File: src/rtl/uart_pkg.sv
// Shared types and helpers for the UART receive framer.
// Optional feature macro: UART_RX_PARITY_EN (enables the parity bit and PAR_ERR).
package uart_pkg;

  typedef enum logic [2:0] {
    IDLE   = 3'd0,
    START  = 3'd1,
    DATA   = 3'd2,
    PARITY = 3'd3,
    STOP   = 3'd4,
    DONE   = 3'd5
  } rx_state_t;

  // Level of the serial line when no character is being sent.
  localparam logic IDLE_LEVEL = 1'b1;

  // Expected parity bit for a character: XOR of all data bits, inverted for odd parity.
  // Narrower characters are passed zero-extended, which does not change the XOR.
  function automatic logic parity_calc(input logic [7:0] data, input logic odd);
    return (^data) ^ odd;
  endfunction

endpackage

File: src/rtl/uart_rx_hold.sv
// Output holding register for received characters: valid/ready handshake
// plus detection of a new character arriving while the old one is unread.
module uart_rx_hold
  import uart_pkg::*;
#(
  parameter int DATA_BITS = 8
) (
  input  logic                 CLK_x16,
  input  logic                 RST_N,
  input  logic                 load,
  input  logic [DATA_BITS-1:0] data,
  input  logic                 RX_READY,
  output logic [DATA_BITS-1:0] RX_DATA,
  output logic                 RX_VALID,
  output logic                 overrun_set
);

  logic accept_s;
  logic load_ok_s;

  // Decide whether a completed character may enter the register or must be dropped.
  always_comb begin
    accept_s    = RX_VALID & RX_READY;
    load_ok_s   = load & (~RX_VALID | RX_READY);
    overrun_set = load & RX_VALID & ~RX_READY;
  end

  // Holding register: a load wins over a simultaneous read so no character is lost.
  always_ff @(posedge CLK_x16) begin
    if (!RST_N) begin
      RX_DATA  <= '0;
      RX_VALID <= 1'b0;
    end else if (load_ok_s) begin
      RX_DATA  <= data;
      RX_VALID <= 1'b1;
    end else if (accept_s) begin
      RX_DATA  <= RX_DATA;
      RX_VALID <= 1'b0;
    end else begin
      RX_DATA  <= RX_DATA;
      RX_VALID <= RX_VALID;
    end
  end

endmodule

File: src/rtl/uart_rx_frame.sv
// UART receive framer: samples RXD on rising edges of the CDR mid-bit level,
// assembles start/data/[parity]/stop, and hands characters to uart_rx_hold.
// Optional feature macro: UART_RX_PARITY_EN (parity bit after the data, PAR_ERR output).
module uart_rx_frame
  import uart_pkg::*;
#(
  parameter int DATA_BITS  = 8,
  parameter int STOP_BITS  = 1,
  parameter bit ODD_PARITY = 1'b0
) (
  input  logic                 CLK_x16,
  input  logic                 RST_N,
  input  logic                 CLK_MID,
  input  logic                 RXD,
  output logic [DATA_BITS-1:0] RX_DATA,
  output logic                 RX_VALID,
  input  logic                 RX_READY,
  output logic                 FRAME_ERR,
  output logic                 OVERRUN,
`ifdef UART_RX_PARITY_EN
  output logic                 PAR_ERR,
`endif
  input  logic                 ERR_CLR
);

  localparam int                CNT_W     = $clog2(DATA_BITS);
  localparam logic [CNT_W-1:0]  LAST_BIT  = CNT_W'(DATA_BITS - 1);
  localparam logic              LAST_STOP = 1'(STOP_BITS - 1);

  rx_state_t              state_r;
  rx_state_t              state_nxt_s;
  logic                   clk_mid_d_r;
  logic                   rxd_d_r;
  logic                   mid_stb_s;
  logic [DATA_BITS-1:0]   shift_r;
  logic [CNT_W-1:0]       bit_cnt_r;
  logic                   stop_cnt_r;
  logic                   load_s;
  logic                   frame_err_set_s;
  logic                   overrun_set_s;
`ifdef UART_RX_PARITY_EN
  logic                   par_err_set_s;
`endif

  // One-cycle strobe on each rising edge of the mid-bit level.
  always_comb begin
    mid_stb_s = CLK_MID & ~clk_mid_d_r;
  end

  // Next-state and per-state event decode.
  always_comb begin
    state_nxt_s     = state_r;
    load_s          = 1'b0;
    frame_err_set_s = 1'b0;
`ifdef UART_RX_PARITY_EN
    par_err_set_s   = 1'b0;
`endif
    case (state_r)
      IDLE: begin
        if ((rxd_d_r == IDLE_LEVEL) && (RXD != IDLE_LEVEL)) begin
          state_nxt_s = START;
        end else begin
          state_nxt_s = IDLE;
        end
      end
      START: begin
        if (mid_stb_s) begin
          if (RXD == 1'b0) begin
            state_nxt_s = DATA;
          end else begin
            state_nxt_s = IDLE;  // glitch on the line, not a real start bit
          end
        end else begin
          state_nxt_s = START;
        end
      end
      DATA: begin
        if (mid_stb_s && (bit_cnt_r == LAST_BIT)) begin
`ifdef UART_RX_PARITY_EN
          state_nxt_s = PARITY;
`else
          state_nxt_s = STOP;
`endif
        end else begin
          state_nxt_s = DATA;
        end
      end
      PARITY: begin
`ifdef UART_RX_PARITY_EN
        if (mid_stb_s) begin
          par_err_set_s = (parity_calc(8'(shift_r), ODD_PARITY) != RXD);
          state_nxt_s   = STOP;
        end else begin
          state_nxt_s   = PARITY;
        end
`else
        state_nxt_s = IDLE;
`endif
      end
      STOP: begin
        if (mid_stb_s) begin
          frame_err_set_s = (RXD == 1'b0);
          if (stop_cnt_r == LAST_STOP) begin
            state_nxt_s = DONE;
          end else begin
            state_nxt_s = STOP;
          end
        end else begin
          state_nxt_s = STOP;
        end
      end
      DONE: begin
        load_s      = 1'b1;
        state_nxt_s = IDLE;
      end
      default: begin
        state_nxt_s = IDLE;
      end
    endcase
  end

  // State register, input history and the data/bit/stop counters.
  always_ff @(posedge CLK_x16) begin
    if (!RST_N) begin
      state_r     <= IDLE;
      clk_mid_d_r <= 1'b0;
      rxd_d_r     <= IDLE_LEVEL;
      shift_r     <= '0;
      bit_cnt_r   <= '0;
      stop_cnt_r  <= 1'b0;
    end else begin
      state_r     <= state_nxt_s;
      clk_mid_d_r <= CLK_MID;
      rxd_d_r     <= RXD;
      case (state_r)
        START: begin
          bit_cnt_r  <= '0;
          stop_cnt_r <= 1'b0;
        end
        DATA: begin
          if (mid_stb_s) begin
            shift_r   <= {RXD, shift_r[DATA_BITS-1:1]};
            bit_cnt_r <= bit_cnt_r + CNT_W'(1);
          end else begin
            shift_r   <= shift_r;
          end
        end
        STOP: begin
          if (mid_stb_s) begin
            stop_cnt_r <= stop_cnt_r + 1'b1;
          end else begin
            stop_cnt_r <= stop_cnt_r;
          end
        end
        default: begin
          shift_r <= shift_r;
        end
      endcase
    end
  end

  // Sticky error flags; a new error event takes priority over a clear.
  always_ff @(posedge CLK_x16) begin
    if (!RST_N) begin
      FRAME_ERR <= 1'b0;
      OVERRUN   <= 1'b0;
`ifdef UART_RX_PARITY_EN
      PAR_ERR   <= 1'b0;
`endif
    end else begin
      FRAME_ERR <= frame_err_set_s | (FRAME_ERR & ~ERR_CLR);
      OVERRUN   <= overrun_set_s   | (OVERRUN   & ~ERR_CLR);
`ifdef UART_RX_PARITY_EN
      PAR_ERR   <= par_err_set_s   | (PAR_ERR   & ~ERR_CLR);
`endif
    end
  end

  uart_rx_hold #(
    .DATA_BITS (DATA_BITS)
  ) u_hold (
    .CLK_x16     (CLK_x16),
    .RST_N       (RST_N),
    .load        (load_s),
    .data        (shift_r),
    .RX_READY    (RX_READY),
    .RX_DATA     (RX_DATA),
    .RX_VALID    (RX_VALID),
    .overrun_set (overrun_set_s)
  );

endmodule

File: config.mk
export PLATFORM = sky130hd
export DESIGN_NAME = uart_rx_frame
export DESIGN_NICKNAME = d
export VERILOG_FILES = /design/src/rtl/uart_pkg.sv /design/src/rtl/uart_rx_hold.sv /design/src/rtl/uart_rx_frame.sv
export SDC_FILE = /design/constraint.sdc
export NUM_CORES = 1
export LEC_CHECK = 0
export CAP_MARGIN = 0
export CORE_MARGIN = 5
export CORE_UTILIZATION = 50
export DETAILED_ROUTE_END_ITERATION = 12
export PLACE_DENSITY = 0.85
export SETUP_SLACK_MARGIN = 0.3
export SYNTH_ARGS = -nofsm -noshare
export SYNTH_HDL_FRONTEND = slang
export SYNTH_SLANG_ARGS = --single-unit
export TNS_END_PERCENT = 10
File: constraint.sdc
create_clock -name CLK_x16 -period 3.65 [get_ports CLK_x16]
set_input_delay 0.73 -clock CLK_x16 [delete_from_list [all_inputs] [get_ports CLK_x16]]
set_output_delay 0.73 -clock CLK_x16 [all_outputs]
set_load 0.01 [all_outputs]
==> out/metrics.cfg <==
[pwr]
p_leak_nw = 0.476
finalPower_mw = 0.456
switchingPower_mw = 0.0965
power.internal_mw = 0.359
ir_drop_mv = 0.208
sequentialPowerShare_pct = 68.5
power_frac_clock_pct = 25.8
combPwrFrac_pct = 5.6
swShare_pct = 21.2
power_density_nw_per_um2 = 335

[detailed_routing]
drt-initial-drc-count = 5
drtPass1Iterations = 4
drt-wirelength-per-cell_um = 13.4
detail_route.vias_per_cell = 5.44
wl_mm = 2.13
drc = 0
via_count = 865
drtAntennaViolNets = 0

[cells_and_area]
layout_common_cells = dfxtp_1 (28), nand2_1 (19), mux2i_1 (16), clkdlybuf4s50_1 (16), inv_1 (5)
seq_area_um2 = 561
antenna_cells = 0
nFillCells = 207
design_area_um2 = 1360
multi_input_area_um2 = 551
final_common_cell = dfxtp_1
finalNetCount = 141
syn2layout_area_growth_pct = 15.0
drive_above_1_share_pct = 5.34

[synth]
async_reset_ff_share_pct = 0
syn_area_um2 = 1180
synth_edf_count = 0
ys_ff_latch = 28
ys.flop_type = dfxtp_1
synthCells = 118
postSynthAreaPerCell_um2 = 10.0
synth.distinct_cells = 37
ys_warn_count = 0
syn_nets = 126
ys_seq_area_share_pct = 47.3

[setup_path]
end_kind = register
cp_slowest_cell = nor2b_1
worstPathCellList = clkdlybuf4s50_1, nand2b_1, nor2b_1, mux2i_1
worstPathMaxFanout = 8
cp.arrival_ps = 2320
cp.required_ps = 3900
critPathKind = in2reg
max_stage_delay_ps = 760
cp-start-kind = input pin

[place]
post_dp_cell_area_um2 = 1340
dpl.hpwl_mm = 1.55
port_buffers = 16
place.gp.congestion = 0.726

[floorplanning]
fp.dieH_um = 58.7
die_w_um = 58.7
ioPinCount = 17
dieArea_um2 = 3440
rows = 17
start_util_pct = 53.1
fp.coreArea_um2 = 2230

[timing]
period_needed_ps = 2080
skew_ps = 5.20
finalCritPeriodShare_pct = 56.9
setup_viol = 0
fmax_ghz = 0.482
final-hold-violation-count = 0
worst_pin_slew_ps = 936
finalSetupTns_ps = 0
drv_slew = 0
relSlewSlack_pct = 37.5
rsz0062_at_grt = false

[clock_tree]
hold_buffers = 0
post-cts-setup-buffers = 0
clk-insertion-delay-late_ps = 310
cts_tree = built
clock_tree.root_cell = clkbuf_4
cts_resized = 0
cts_made_buffers = 3
clockBufferDepth = 2
clock-sinks = 28
path_clk_slew_ps = 140
htreeDepth = 1

[grt]
grt_overflow_total = 0
track_usage_pct = 13.8
antenna_found_initial = 0
grt_pass1_vias = 891
grt_max_degree = 20
grt_pass1_wl_mm = 3.86

[run_status]
status = finished, final reports clean

[flow_run]
max-cap-violations = 0

[min_path]
min_path_type = reg2reg

final timing paths:
kind                            slack [ps]  cells after the start           endpoint         startpoint
worst min-delay path                   470                      2  u_hold.RX_DATA[5]  u_hold.RX_DATA[5]
worst min register to register         470                      2  u_hold.RX_DATA[5]  u_hold.RX_DATA[5]
worst max register to register        1770                      3  u_hold.RX_DATA[4]         state_r[2]
worst max-delay path                  1570                      4  u_hold.RX_DATA[4]           RX_READY
synth_stat cells (all sizes together), types with 2 or more instances:
master	instances	area (um2)
buf	6	47.5
nor2b	4	25.0
and2	2	12.5
clkbuf	2	7.51
nand3b	2	15.0
mux2i	16	160
dfxtp	28	561
a32o	2	20.0
nand2b	5	38.8
o21ai	3	15.0
inv	5	18.8
a21oi	2	10.0
o311ai	2	17.5
nand2	19	71.3
and2b	2	15.0
or4	2	18.8
ha	2	25.0
kinds of logic (layout without fill, tap and decap cells):
family          Yosys count  count (layout)  share of synthesized area [%]
fa+ha+maj                 2               2                           2.11
compound gates           16              16                           9.72
simple gates             43              43                           21.1
flops                    28              28                           47.3
buf+inv                  13              26                           6.23
mux                      16              16                           13.5
critical path: cells and delay by family:
kind / cells / cell delay, ps
mux: 1 / 260
simple gates: 2 / 890
buf+inv: 1 / 450
layout make-up:
cell class	count	area share [%]
multi-input cells	77	40.4
inverters	5	1.38
flip-flops and latches	28	41.1
clock buffers	3	1.65
repair buffers	18	12.9
well taps	28	2.57
state kept, by name, summed over array words and instances, names as in the netlist:
register	flops
shift_r	8
u_hold.RX_DATA	8
bit_cnt_r	3
state_r	3
FRAME_ERR	1
OVERRUN	1
clk_mid_d_r	1
rxd_d_r	1
stop_cnt_r	1
u_hold.RX_VALID	1
power by group through the flow:
stage | clock (mW) | sequential [mW] | combinational (mW)
after floorplan | 0 | 0.316 | 0.0195
after global placement | 0 | 0.319 | 0.0252
after detailed placement | 0 | 0.319 | 0.0257
after CTS | 0.124 | 0.312 | 0.0259
after global routing | 0.136 | 0.313 | 0.0290
final | 0.118 | 0.312 | 0.0257
routing by layer:
layer	GRT usage, %	vias to the layer above	routed length [um]	share of wire, %
li1	-	438	-	-
met1	16.7	416	943	44
met2	24.7	9	1100	52
met3	3.07	2	70	3.3
met4	3.56	0	11	0.52
met5	0	-	0	0
stage by stage:
step	hold slack, ps	cells	setup slack (ps)	util (%)
6_report	472	159	1570	61.0
5_1_grt	497	159	1470	61.0
4_1_cts	477	159	1570	61.0
3_5_place_dp	450	156	1230	60.0
3_3_place_gp	443	156	1300	60.0
2_1_floorplan	443	118	2090	-
No activity file was read; power rests on OpenSTA's default activity.
